[config.mk]
export PLATFORM = sky130hd
export DESIGN_NAME = logicnet_lut_loader
export DESIGN_NICKNAME = d
export VERILOG_FILES = /design/src/rtl/logicnet_lut_pkg.sv /design/src/rtl/logicnet_lut_loader_ram.sv /design/src/rtl/logicnet_lut_loader.sv
export SDC_FILE = /design/constraint.sdc
export NUM_CORES = 1
export LEC_CHECK = 0
export CORE_MARGIN = 3
export CORE_UTILIZATION = 54
export CTS_CLUSTER_DIAMETER = 80
export CTS_CLUSTER_SIZE = 24
export DETAILED_ROUTE_END_ITERATION = 12
export PLACE_DENSITY_LB_ADDON = 0.2
export SETUP_SLACK_MARGIN = 0.4
export SLEW_MARGIN = 20
export SYNTH_ARGS = -nofsm -noshare
export SYNTH_HDL_FRONTEND = slang
export SYNTH_HIERARCHICAL = 1
export SYNTH_SLANG_ARGS = --single-unit
[constraint.sdc]
create_clock -name clk -period 1.95 [get_ports clk]
set_clock_uncertainty 0.1 [all_clocks]
set_input_delay 0.585 -clock clk [delete_from_list [all_inputs] [get_ports clk]]
set_output_delay 0.585 -clock clk [all_outputs]
set_load 0.005 [all_outputs]
[src/rtl/logicnet_lut_pkg.sv]
// Shared types and sizing helpers for the runtime-programmable LUT neuron.
package logicnet_lut_pkg;

  typedef enum logic [1:0] {
    EMPTY = 2'd0,
    LOAD  = 2'd1,
    READY = 2'd2
  } lut_state_t;

  // Number of CFG_W-bit beats needed to fill a 2^in_bits x out_bits table.
  function automatic int unsigned beats(input int unsigned in_bits,
                                        input int unsigned out_bits,
                                        input int unsigned cfg_w);
    return ((32'd1 << in_bits) * out_bits) / cfg_w;
  endfunction

  // The flat table must split into a whole number of config beats.
  function automatic bit beats_ok(input int unsigned in_bits,
                                  input int unsigned out_bits,
                                  input int unsigned cfg_w);
    return (cfg_w != 0) && ((((32'd1 << in_bits) * out_bits) % cfg_w) == 0);
  endfunction

  // Beat counter width: $clog2(n) bits, never narrower than one bit.
  function automatic int unsigned cnt_width(input int unsigned n);
    return (n > 1) ? $clog2(n) : 1;
  endfunction

endpackage

[src/rtl/logicnet_lut_loader_ram.sv]
// DEPTH x OUT_BITS distributed table: CFG_W-wide beat write port, registered entry read port.
module lut_table_ram
  import logicnet_lut_pkg::*;
#(
  parameter int unsigned IN_BITS  = 6,
  parameter int unsigned OUT_BITS = 1,
  parameter int unsigned CFG_W    = 8,
  parameter int unsigned BEATS    = 8,
  parameter int unsigned CW       = 3
) (
  input  logic                clk,
  input  logic                rst_n,
  input  logic                we,
  input  logic [CW-1:0]       waddr,
  input  logic [CFG_W-1:0]    wdata,
  input  logic                re,
  input  logic [IN_BITS-1:0]  raddr,
  output logic                rvalid,
  output logic [OUT_BITS-1:0] rdata
);

  localparam int unsigned DEPTH = 1 << IN_BITS;
  localparam int unsigned FLAT  = DEPTH * OUT_BITS;

  // Flat bit b holds entry b/OUT_BITS, bit b%OUT_BITS; beat k covers [k*CFG_W +: CFG_W].
  logic [FLAT-1:0] mem;

  // Beat write port; cleared on reset so an unprogrammed table reads zero.
  always_ff @(posedge clk) begin
    if (!rst_n) begin
      mem <= '0;
    end else if (we) begin
      for (int unsigned k = 0; k < BEATS; k++) begin
        if (waddr == CW'(k)) mem[k*CFG_W +: CFG_W] <= wdata;
      end
    end
  end

  // Registered read; sees the pre-write contents when a write lands in the same cycle.
  always_ff @(posedge clk) begin
    if (!rst_n) begin
      rvalid <= 1'b0;
      rdata  <= '0;
    end else begin
      rvalid <= re;
      if (re) begin
        for (int unsigned e = 0; e < DEPTH; e++) begin
          if (raddr == IN_BITS'(e)) rdata <= mem[e*OUT_BITS +: OUT_BITS];
        end
      end
    end
  end

endmodule

[src/rtl/logicnet_lut_loader.sv]
// LogicNets LUT neuron loader: streams a truth table in, then serves 1-cycle lookups.
module logicnet_lut_loader
  import logicnet_lut_pkg::*;
#(
  parameter int unsigned IN_BITS  = 6,
  parameter int unsigned OUT_BITS = 1,
  parameter int unsigned CFG_W    = 8
) (
  input  logic                clk,
  input  logic                rst_n,
  input  logic                cfg_valid,
  output logic                cfg_ready,
  input  logic [CFG_W-1:0]    cfg_data,
  input  logic                cfg_last,
  output logic                cfg_err,
  output logic                loaded,
  input  logic                in_valid,
  output logic                in_ready,
  input  logic [IN_BITS-1:0]  in_data,
  output logic                out_valid,
  output logic [OUT_BITS-1:0] out_data
);

  localparam int unsigned BEATS = beats(IN_BITS, OUT_BITS, CFG_W);
  localparam int unsigned CW    = cnt_width(BEATS);

  if (!beats_ok(IN_BITS, OUT_BITS, CFG_W)) begin : g_cfg_check
    $error("logicnet_lut_loader: table size is not a multiple of CFG_W");
  end

  lut_state_t    state, state_nxt;
  logic [CW-1:0] cnt, cnt_nxt;
  logic          err_nxt;
  logic          accept;
  logic [CW-1:0] beat_idx;
  logic          final_beat;
  logic          wr_en;
  logic          rd_en;

  // Every state takes beats; readiness only drops while reset is held.
  assign cfg_ready = rst_n;
  assign accept    = cfg_valid & cfg_ready;
  assign loaded    = (state == READY);
  assign in_ready  = loaded;
  assign rd_en     = in_valid & in_ready;

  // State, beat counter and sticky error register.
  always_ff @(posedge clk) begin
    if (!rst_n) begin
      state   <= EMPTY;
      cnt     <= '0;
      cfg_err <= 1'b0;
    end else begin
      state   <= state_nxt;
      cnt     <= cnt_nxt;
      cfg_err <= err_nxt;
    end
  end

  // Framing: a beat from EMPTY/READY is always beat 0; cfg_last must coincide with the final beat.
  always_comb begin
    state_nxt  = state;
    cnt_nxt    = cnt;
    err_nxt    = cfg_err;
    wr_en      = 1'b0;
    beat_idx   = (state == LOAD) ? cnt : '0;
    final_beat = (beat_idx == CW'(BEATS - 1));
    if (accept) begin
      wr_en = 1'b1;
      if (final_beat && cfg_last) begin
        state_nxt = READY;
        cnt_nxt   = '0;
      end else if (final_beat || cfg_last) begin
        state_nxt = EMPTY;
        cnt_nxt   = '0;
        err_nxt   = 1'b1;
      end else begin
        state_nxt = LOAD;
        cnt_nxt   = beat_idx + CW'(1);
      end
    end
  end

  lut_table_ram #(
    .IN_BITS  (IN_BITS),
    .OUT_BITS (OUT_BITS),
    .CFG_W    (CFG_W),
    .BEATS    (BEATS),
    .CW       (CW)
  ) u_ram (
    .clk    (clk),
    .rst_n  (rst_n),
    .we     (wr_en),
    .waddr  (beat_idx),
    .wdata  (cfg_data),
    .re     (rd_en),
    .raddr  (in_data),
    .rvalid (out_valid),
    .rdata  (out_data)
  );

endmodule

# ---- Word-level counts from Yosys, hierarchy flattened
# Cells that the tools add are included.
dict set report word_totals {
  inputBits 19
  register_bits 72
  out_inout_bits 6
}
dict set report classes {
  n_eq_ne 72
  mux 70
  bitwise_logic 3
  reduce_logical 15
  addsub 1
}
# op n
set ops {}
lappend ops {{$eq A6 B6 Y1 const B} 32}
lappend ops {{$eq A6 B5 Y1 const B} 16}
lappend ops {{$mux W1} 66}
lappend ops {{$reduce_bool A64 Y1} 1}
lappend ops {{$eq A6 B4 Y1 const B} 8}
lappend ops {{$eq A6 B3 Y1 const B} 4}
lappend ops {{$reduce_and A2 Y1} 9}
lappend ops {{$eq A3 B3 Y1 const B} 4}
lappend ops {{$eq A6 B2 Y1 const B} 2}
lappend ops {{$mux W3} 3}
lappend ops {{$eq A3 B2 Y1 const B} 2}
lappend ops {{$eq A6 B1 Y1 const B} 1}
lappend ops {{$logic_not A6 Y1} 1}
lappend ops {{$add A3 B1 Y3 const B} 1}
lappend ops {{$eq A3 B1 Y1 const B} 1}
lappend ops {{$logic_not A3 Y1} 1}
lappend ops {{$reduce_and A3 Y1} 1}
lappend ops {{$and A1 B1 Y1} 2}
lappend ops {{$eq A2 B1 Y1 const B} 1}
lappend ops {{$eq A2 B2 Y1 const B} 1}
lappend ops {{$mux W2} 1}
lappend ops {{$logic_and A1 B1 Y1} 1}
lappend ops {{$logic_or A1 B1 Y1} 1}
lappend ops {{$not A1 Y1} 1}

# ---- Longest topological paths before layout
# Gate-level depths: netlist (run 1).
dict set report logic_depth {
  ltp_word 65
  depth_mapped 9
}

# ---- By module
# The synthesis (run 1) kept the hierarchy.
# mod area_per_inst_um2 n_inst cells_each
set modules_own_cells {}
lappend modules_own_cells {lut_table_ram 3567.2 1 452}
lappend modules_own_cells {logicnet_lut_loader 336.6 1 35}

# ---- Worst setup path after synthesis (run 1)
# Ideal clock, no wire load.
dict set report synth_path {
  path_type {input port to flip-flop}
  from {in in_data[2]}
  to {reg u_ram.rdata}
  n_path_buf 1
  t_arrival_ns 1.907
  required_time_ns 1.771
  path_slack_ns -0.136
  stages 8
  cell_sequence {buf_2 -> nor4_1 -> a31oi_1 -> o32ai_1 -> a32oi_1 -> o2111ai_1 -> nand4_1 -> a211oi_2}
}
dict set report synth_via {
  elab_chain_len 64
  word_cells_on_any_way 129
  cone_classes {63 x eq/ne; 63 x mux; 3 x reduce/logical}
}
# item line_no
set synth_lines {}
lappend synth_lines {{from (decl)} logicnet_lut_loader.sv:19} ;# input logic [IN_BITS-1:0] in_data,
lappend synth_lines {{$eq A6 B1 Y1} logicnet_lut_loader_ram.sv:48} ;# if (raddr == IN_BITS'(e)) rdata <= mem[e*OUT_BITS +: OUT_BITS];
lappend synth_lines {{$mux W1 (63 in a row)} logicnet_lut_loader_ram.sv:48}
lappend synth_lines {{to (signal assigned)} logicnet_lut_loader_ram.sv:48}
lappend synth_lines {{to (decl)} logicnet_lut_loader_ram.sv:19} ;# output logic [OUT_BITS-1:0] rdata
# Several ways; a longest one is shown, not always the timed one.
# A chain may end at the register's enable or synchronous reset.

# ---- Worst setup path in the final report (run 1)
dict set report layout_path {
  from {in in_data[0]}
  to {reg u_ram.rdata}
}
# The elaborated chain is that of the path after synthesis.

==> Implementation_results.wiki, run 1 <==
{| class="wikitable"
! Metric !! Value
|-
| Number of H-tree levels || 3
|-
| Clock Latency Late Sink || ~0.37 ns
|-
| DRC violation count after routing || 0
|-
| DIE HEIGHT || 91.03 µm
|-
| Crit share post-route || 1.002
|-
| Largest net degree at the start of global routing || 71
|-
| Non-filler cells in the finished layout || 668
|-
| Commonest cells after routing, fill and taps aside || sky130_fd_sc_hd__nand2_1 (86), sky130_fd_sc_hd__dfxtp_1 (69), sky130_fd_sc_hd__buf_4 (58), sky130_fd_sc_hd__a21boi_1 (37), sky130_fd_sc_hd__nand2_2 (32)
|-
| Total of max-cap violations || 0
|-
| Run status || finished with violations
|-
| Clock sinks || 72
|-
| Final worst setup slack || -0.004372 ns
|-
| Failing checks || negative setup slack
|-
| GR met2 Demand/Resource || 0.4880
|-
| Count of standard-cell rows || 30
|-
| Number of nets in the layout || between 500 and 600
|-
| Post-synth design cell area || around 3900 µm²
|-
| Most common cell after layout, fill and taps aside || sky130_fd_sc_hd__nand2_1
|-
| Count of mapped cells out of synthesis || 487
|-
| Sum of net half-perimeters after detailed placement || 7.700 mm
|-
| Wire length of the first global-routing pass || 19.34 mm
|-
| Lkg Pwr || 2.035 nW
|-
| Number of buffers added by the clock tree synthesis step || 9
|-
| Number of pins with negative max-slew slack in the final report || 0
|-
| Critical Path End Type || flip-flop
|-
| Average footprint of a synthesized cell || 8.016 µm²
|-
| Power per standard cell area || roughly 620 nW/µm²
|-
| Share of final-layout standard cells stronger than drive strength 1 || 0.4003
|-
| Via-to-Cell Ratio || 6.082
|-
| Clock transition at the register clock pins on the worst setup and hold paths after CTS || 0.09 ns
|-
| Crit Path Category || input pin to flip-flop
|-
| Placeable core region || 6907 µm²
|-
| Total of warnings raised by yosys || 6
|-
| Fraction of met3 tracks used by global routing || 0.06462
|-
| Time the worst path needs with I/O delays and setup || between 1.5 and 2 ns
|-
| Cell Count Post-Placement || between 600 and 700
|-
| Detailed Route Iter0 Violations || 304
|-
| IO Port Bufs || 24
|-
| Avg WL per Cell || ~20 µm
|-
| Number of flops mapped to enable cells by yosys || 0
|-
| Fmax || 0.5117 GHz
|-
| Global-route track usage on met1 || 0.3748
|-
| Number of global-route vias before repair || 3830
|-
| Initial antenna violation count || 0
|-
| Total Power || roughly 3.5 mW
|-
| Most used routing layer || met2
|-
| Total number of vias || just over 4000
|-
| Initial core utilization || 0.5652
|-
| Area delta synth->final || 43.85%
|-
| Setup repair after global routing missed its margin || true
|-
| Endpoints failing setup || 1
|-
| Global routing usage summed across all routing layers || 0.2969
|-
| Number of nets with antenna violations after routing || 0
|-
| Post-Place Cell Area || 4693 µm²
|-
| Async set-reset flop share out of synthesis || 0
|-
| Post-synthesis net count || 508
|-
| Data required time at the worst endpoint || around 2.1 ns
|-
| Final design area excluding fillers || 5615 µm²
|-
| Count of cell types in the netlist || 62
|-
| I/O pin cnt || 25
|-
| TNS Setup || -0.004372 ns
|-
| Last weighted congestion value of the routability-driven placer || 0.9337
|-
| Iteration count of the initial detailed-routing pass || 5
|-
| IR drop worst, VDD || roughly 0.84 mV
|-
| Antenna diode count || 0
|-
| Sequential fraction of the synthesis area || 0.3692
|-
| Clk buf depth || 2
|-
| Floorplan die width || 91.03 µm
|-
| GRT Residual Overflow || 0
|-
| Post-CTS Hold Fix Bufs || 0
|-
| Most frequently used flop master after synthesis || sky130_fd_sc_hd__dfxtp_1
|-
| Worst-margin pin slew || around 0.7 ns
|-
| Die ar. || 8286 µm²
|-
| Worst hold-check slack || roughly 0.36 ns
|-
| TritonCTS clock tree || done
|-
| Max Fanout on Critical Path || 8
|-
| Buffer cell driving the clock tree root || sky130_fd_sc_hd__clkbuf_8
|-
| Category of the worst setup path launch point || input pin
|-
| Final Hold Violating Endpoints || 0
|-
| Arrival time of data at the critical path endpoint || 2.13 ns
|-
| Relative slew slack || 0.5312
|-
| Total Wirelength || 13.21 mm
|-
| Worst hold-check path type || flip-flop to flip-flop
|-
| Register bit total from synthesis || 72
|}
[critical path, stage by stage]
cell and delay [ns]:
sky130_fd_sc_hd__buf_12 0.12, sky130_fd_sc_hd__buf_12 0.12, sky130_fd_sc_hd__buf_6 0.12, sky130_fd_sc_hd__buf_4 0.14, sky130_fd_sc_hd__buf_4 0.14, sky130_fd_sc_hd__nor2_2 0.10
sky130_fd_sc_hd__nand4_1 0.16, sky130_fd_sc_hd__nand3_4 0.14, sky130_fd_sc_hd__a21oi_2 0.04, sky130_fd_sc_hd__a21oi_2 0.12, sky130_fd_sc_hd__nand4_1 0.13, sky130_fd_sc_hd__a211oi_2 0.23
[power breakdown]
group          switching, mW  leakage, nW  internal, mW
sequential            0.0104        0.582          1.48
combinational          0.254         1.33         0.239
clock                  0.657        0.121         0.863
total                  0.921         2.04          2.58
[state kept, by name, indices dropped and copies added (netlist names)]
signal and cells:
cfg_err 1, cnt 3, state 2, u_ram/mem 64
u_ram/rdata 1, u_ram/rvalid 1
[Yosys cell counts, types with 2 or more instances]
cell type	count	area [µm²]
sky130_fd_sc_hd__o2111ai_1	3	26.28
sky130_fd_sc_hd__o211ai_1	3	22.52
sky130_fd_sc_hd__mux2i_1	15	150.1
sky130_fd_sc_hd__o311ai_0	2	17.52
sky130_fd_sc_hd__or3b_1	2	17.52
sky130_fd_sc_hd__a21oi_1	11	55.05
sky130_fd_sc_hd__o22ai_1	6	37.54
sky130_fd_sc_hd__nor3b_1	4	30.03
sky130_fd_sc_hd__nand3_1	16	80.08
sky130_fd_sc_hd__a31oi_1	5	31.28
sky130_fd_sc_hd__nor2_1	12	45.04
sky130_fd_sc_hd__nand2_1	128	480.5
sky130_fd_sc_hd__nand4b_1	2	17.52
sky130_fd_sc_hd__mux4_2	3	67.56
sky130_fd_sc_hd__o32ai_1	2	17.52
sky130_fd_sc_hd__a32oi_1	2	17.52
sky130_fd_sc_hd__or2_2	3	18.77
sky130_fd_sc_hd__nand2b_1	14	87.58
sky130_fd_sc_hd__a21boi_0	56	420.4
sky130_fd_sc_hd__and4_1	2	17.52
sky130_fd_sc_hd__clkbuf_1	13	48.80
sky130_fd_sc_hd__buf_1	8	30.03
sky130_fd_sc_hd__and3b_1	3	26.28
sky130_fd_sc_hd__ha_1	2	25.02
sky130_fd_sc_hd__buf_4	11	82.58
sky130_fd_sc_hd__nor3_1	4	20.02
sky130_fd_sc_hd__nand4_1	4	25.02
sky130_fd_sc_hd__o21ai_0	10	50.05
sky130_fd_sc_hd__dfxtp_1	72	1441
sky130_fd_sc_hd__inv_1	5	18.77
sky130_fd_sc_hd__and2_1	4	25.02
sky130_fd_sc_hd__buf_2	5	25.02
sky130_fd_sc_hd__nor4_1	2	12.51
sky130_fd_sc_hd__o221ai_1	2	17.52
sky130_fd_sc_hd__nand4bb_1	2	22.52
sky130_fd_sc_hd__a21o_1	2	15.01
sky130_fd_sc_hd__nor2b_1	18	112.6
sky130_fd_sc_hd__nand3b_1	5	37.54
[kinds of logic (layout without fill, tap and decap cells)]
group / Yosys count / count (layout) / synth area share
DFF: 72 / 72 / 0.3692
xor gates and xnor gates: 1 / 1 / 0.002244
muxes: 19 / 19 / 0.05865
AOI/OAI and AO/OA: 119 / 119 / 0.2205
buffers and inverters: 44 / 129 / 0.05737
and+or+nand+nor: 230 / 230 / 0.2856
adders and majority gates: 2 / 2 / 0.006409
[timing repair]
action | CTS | global route
cloned | 1 | 0
resized for setup | 121 | 92
setup buffers | 20 | 2
pin swaps | 32 | 54
endpoints found under the setup margin | 76 | 73
[worst paths after layout]
kind,startpoint,end,slack (ns),depth (start not counted)
worst min register to register,u_ram/mem[7],u_ram/mem[7],0.36,2
worst min-delay path,u_ram/mem[7],u_ram/mem[7],0.36,2
worst max register to register,u_ram/mem[19],u_ram/rdata,0.10,6
worst max-delay path,in_data[0],u_ram/rdata,-0.004,12
[layout make-up]
type	count	area [µm²]
Inverter	5	18.77
Sequential cell	72	1445
Multi-Input combinational cell	371	2759
Tap cell	96	120.1
Clock buffer	9	123.9
Fill cell	421	1291
Clock inverter	7	123.9
Timing Repair Buffer	108	1025
[per-layer routing]
layer,share of wire,vias up
met1,0.41,1945
met5,0,-
met4,0.052,0
li1,-,1867
met3,0.064,58
met2,0.47,193
[metrics by stage]
step	utilization	setup slack [ns]
2_1_floorplan	-	-0.1057
3_3_place_gp	0.6795	-0.7049
3_5_place_dp	0.6795	-0.7453
5_1_grt	0.8130	-0.05447
6_report	0.8130	-0.004372
4_1_cts	0.7707	0.02926
Note: power is estimated with default switching activity, not from simulation.
==> run 2, diff against run 1 <==
- HOLD_SLACK_MARGIN: unset -> 0.02
==> results of run 2 <==
Same layout as run 1: the final DEF is identical, and so are final timing and power.
